`src/rtl/minmax_tracker.sv`:
```
// Packet min/max/count tracker fed by a valid/ready sample stream; one result per packet.
// Define MINMAX_SIGNED_EN to order samples as two's-complement instead of unsigned.

module minmax_cmp #(
    parameter int W = 8
) (
    input  logic [W-1:0] a,
    input  logic [W-1:0] b,
    output logic         lt,
    output logic         gt
);
    assign lt = (a < b);
    assign gt = (a > b);
endmodule

module minmax_tracker #(
    parameter int N  = 8,
    parameter int CW = 8
) (
    input  logic          clk,
    input  logic          reset,
    input  logic          in_valid,
    output logic          in_ready,
    input  logic [N-1:0]  in_data,
    input  logic          in_last,
    output logic          out_valid,
    input  logic          out_ready,
    output logic [N-1:0]  out_min,
    output logic [N-1:0]  out_max,
    output logic [CW-1:0] out_count,
    output logic          out_overflow
);
    typedef enum logic [1:0] {
        IDLE  = 2'd0,
        ACCUM = 2'd1,
        DONE  = 2'd2
    } state_t;

    localparam logic [CW-1:0] COUNT_MAX = '1;

`ifdef MINMAX_SIGNED_EN
    // Flipping the MSB of both operands maps two's-complement order onto unsigned order.
    localparam logic [N-1:0] BIAS = {1'b1, {(N-1){1'b0}}};
`else
    localparam logic [N-1:0] BIAS = '0;
`endif

    state_t        state, next_state;
    logic [N-1:0]  min_q, min_d;
    logic [N-1:0]  max_q, max_d;
    logic [CW-1:0] count_q, count_d;
    logic          ovf_q, ovf_d;

    logic          in_fire;
    logic          data_lt_min;
    logic          data_gt_max;
    logic [N-1:0]  cmp_data, cmp_min, cmp_max;

    assign in_ready  = (state != DONE);
    assign out_valid = (state == DONE);
    assign in_fire   = in_valid & in_ready;

    assign cmp_data = in_data ^ BIAS;
    assign cmp_min  = min_q ^ BIAS;
    assign cmp_max  = max_q ^ BIAS;

    minmax_cmp #(.W(N)) u_cmp_min (
        .a  (cmp_data),
        .b  (cmp_min),
        .lt (data_lt_min),
        .gt ()
    );

    minmax_cmp #(.W(N)) u_cmp_max (
        .a  (cmp_data),
        .b  (cmp_max),
        .lt (),
        .gt (data_gt_max)
    );

    always_ff @(posedge clk) begin
        if (reset) begin
            state   <= IDLE;
            min_q   <= '0;
            max_q   <= '0;
            count_q <= '0;
            ovf_q   <= 1'b0;
        end else begin
            state   <= next_state;
            min_q   <= min_d;
            max_q   <= max_d;
            count_q <= count_d;
            ovf_q   <= ovf_d;
        end
    end

    always_comb begin
        next_state = state;
        min_d      = min_q;
        max_d      = max_q;
        count_d    = count_q;
        ovf_d      = ovf_q;
        case (state)
            IDLE: begin
                if (in_fire) begin
                    min_d      = in_data;
                    max_d      = in_data;
                    count_d    = CW'(1);
                    ovf_d      = 1'b0;
                    next_state = in_last ? DONE : ACCUM;
                end
            end
            ACCUM: begin
                if (in_fire) begin
                    if (data_lt_min) min_d = in_data;
                    if (data_gt_max) max_d = in_data;
                    // Saturate the count and remember that it happened for the rest of the packet.
                    if (count_q == COUNT_MAX) ovf_d = 1'b1;
                    else                      count_d = count_q + CW'(1);
                    if (in_last) next_state = DONE;
                end
            end
            DONE: begin
                if (out_ready) begin
                    next_state = IDLE;
                    min_d      = '0;
                    max_d      = '0;
                    count_d    = '0;
                    ovf_d      = 1'b0;
                end
            end
            default: next_state = IDLE;
        endcase
    end

    assign out_min      = min_q;
    assign out_max      = max_q;
    assign out_count    = count_q;
    assign out_overflow = ovf_q;
endmodule

```
`config.mk`:
```
export PLATFORM = sky130hd
export DESIGN_NAME = minmax_tracker
export DESIGN_NICKNAME = d
export VERILOG_FILES = /design/src/rtl/minmax_tracker.sv
export SDC_FILE = /design/constraint.sdc
export NUM_CORES = 1
export LEC_CHECK = 0
export ABC_AREA = 1
export CORE_UTILIZATION = 40
export CTS_BUF_LIST = sky130_fd_sc_hd__clkbuf_2
export CTS_CLUSTER_SIZE = 16
export DETAILED_ROUTE_END_ITERATION = 10
export PLACE_DENSITY = 0.77
export SLEW_MARGIN = 20
export SYNTH_ARGS = -nofsm -noshare
export SYNTH_HDL_FRONTEND = slang
export SYNTH_SLANG_ARGS = --single-unit
```
`constraint.sdc`:
```
create_clock -name clk -period 2.03 [get_ports clk]
set_input_delay 0.5075 -clock clk [delete_from_list [all_inputs] [get_ports clk]]
set_output_delay 0.5075 -clock clk [all_outputs]
set_load 0.005 [all_outputs]
```
==> impl_metrics.toml <==
[finish]
mostFrequentLayoutCell = "nand2_1"
antenna_cells = 0
layout_common_cells = "65 x nand2_1, 37 x clkdlybuf4s50_1, 36 x inv_1"
final_cells = 358
fill_cells = 389
area_growth_pct = 33.5
layout-drive-gt1-share = 0.114
utilization = 0.563
fin_area_um2 = 2290
fin_nets = 341

[logic_synthesis]
synth_cells = 257
synth_area_um2 = 1710
synthXorXnorAreaFrac = 0
synth_cell_types = 24
yosysSeqAreaShare = 0.316
ys_warn_count = 0
synth_top_area_share = 0.316
ys_seq_elements = 27
synth_top_family_by_area = "simple AND/OR/NAND/NOR gates"
synth_top_cell_by_area = "dfxtp_1"
syn_nets = 289
synth.area.mux_share = 0
yosys-top-cells-area = "dfxtp_1 32%, nand2_1 14%, ha_1 14%"
synth-compound-area-share = 0.119
synthSimpleGateAreaFrac = 0.317
avgSynthCellArea_um2 = 6.66
ys.flop_type = "dfxtp_1"
async_flop_share = 0
synth_edf_count = 0
synth_fa_ha_area_frac = 0.139

[sta]
finalSetupViolCount = 0
layout_min_cycle_time_ns = 1.88
hold_violations = 0
worstMarginPinSlew_ns = 0.316
skew_ns = 0.0102
fin_crit_sh = 0.928
grt_setup_unrepaired = "false"
slew_headroom = 0.787
max_clock_freq_ghz = 0.531
finalMaxSlewViolations = 0
fin_ws_ns = 0.146

[placed_design]
post-dp-hpwl_um = 3040
post-place-ws_ns = -0.249
placed_cell_area_um2 = 2250
portBuffers = 39
place.gp.congestion = 0.781
dp_cells = 353

[routing]
drc_errors = 0
dr.pass1.iters = 7
num_vias = 1740
drt-vias-per-instance = 4.86
routed_wirelength_um = 3860
drtAntennaViolNets = 0
wire_per_inst_um = 10.8
drt_iter0_drc = 87

[setup_path]
r2r_cells = 13
regToRegStartpoint = "state[0]"
worstSetupPathType = "reg2out"
cp.arrival_ns = 1.38
critPathLaunchType = "register"
crit_path_start = "state[0]"
endpoint_kind = "primary output"
r2r_setup_slack_ns = 0.20
cp.required_ns = 1.52
r2r_end = "out_count[3]"
crit_fanout = 3

[clock_network]
cts_max_level = 1
insertion_delay_ns = 0.36
clkSinkCount = 27
ctsRootBufferMaster = "clkbuf_2"
clk_path_buf_depth = 2
postCtsHoldBufs = 0
cts-buffers-inserted = 3
cts_tree = "built"
cts.clk_slew.worst_paths_ns = 0.26

[floorplan]
start_util = 0.422
ios = 40
fp.dieArea_um2 = 4550
core.rowCount = 23
core_area_um2 = 4060
fp.dieW_um = 67.4
dieHeight_um = 67.4

[min_path]
min_to = "out_count[7]"
hold_depth = 2
hold_path_class = "reg2reg"
hp-start = "out_count[7]"

[power]
ir_drop_v = 0.000420
leakage_uw = 0.00106
power_density_nw_per_um2 = 1180

[job]
drv_cap = 0

[global_routing]
antenna_found_initial = 0
overflow = 0
grt.total_usage = 0.181
grt_max_degree = 17
grt_pass1_wl_um = 6280
grt_pass1_vias = 1540

[status]
status = "completed"
==> synth_stat cells (2+ instances only) <==
cell type and count:
nor2_2 2, inv_2 2, nand4_1 2, a21oi_1 25, nor3_1 3, inv_1 38, nand2_4 3, ha_1 19
o21a_1 2, nand3_1 13, buf_2 3, nand2_1 65, dfxtp_1 27, nand2_2 3, o21ai_0 8, nor2_1 34
==> cell type report <==
cell class,instances,area [um^2],share of cell area
timing repair buffer,53,518,0.227
clock buffer,3,15.0,0.00657
inverter,40,150,0.0657
multi-input combinational,184,990,0.433
sequential,27,543,0.238
clock inverter,1,7.51,0.00328
tap,50,62.6,0.0274
==> through the flow <==
step	hold WS, ns	TNS (ns)	total power (uW)
2_1_floorplan	0.450	0	1810
3_3_place_gp	0.453	-2.48	2460
3_5_place_dp	0.452	-3.16	2500
4_1_cts	0.485	0	2720
5_1_grt	0.504	0	2990
6_report	0.477	0	2700
==> cells by family (layout without fill, tap and decap cells) <==
| kind of cell | after synthesis | in the layout |
|---|---|---|
| AND/OR/NAND/NOR | 127 | 127 |
| AO/OA/AOI/OAI | 38 | 38 |
| buffers and inverters | 46 | 97 |
| flip-flops | 27 | 27 |
| adder cells (fa/ha/maj) | 19 | 19 |
==> state kept, by name (all words and copies together) (netlist names) <==
register and flops:
out_max 8, out_overflow 1, out_min 8, state 2, out_count 8
==> where the power goes <==
part           internal, uW  switching (uW)  total [uW]
registers               696             121         817
logic                   832             845        1680
clock network          45.7             164         210
total                  1570            1130        2700
==> layer usage <==
| layer | vias up | GRT usage | part of all wire |
|---|---|---|---|
| met5 | - | 0 | 0 |
| met4 | 0 | 0.0691 | 0.0062 |
| met1 | 778 | 0.219 | 0.48 |
| met2 | 43 | 0.324 | 0.47 |
| li1 | 915 | - | - |
| met3 | 4 | 0.0220 | 0.042 |
==> worst max-delay path by stage <==
| stage | slack [ns] | endpoint |
|---|---|---|
| finish | 0.15 | out_valid |
| global route | 0.01 | out_max[2] |
| CTS | 0.14 | out_valid |
| detailed placement | -0.25 | out_max[4] |
| global placement | -0.20 | out_max[7] |
| floorplan | 0.35 | out_min[0] |
==> worst max-delay path, cell delays in order (launching register included) <==
cell and delay [ns]:
dfxtp_2 0.40, inv_2 0.05, ha_2 0.18, buf_4 0.14
dlygate4sd2_1 0.25
==> repair_timing <==
action                                  4_1_cts  5_1_grt
setup buffers                                 1        0
resized for setup                             6        2
endpoints found under the setup margin        2        1
No activity file was read; power rests on OpenSTA's default activity.
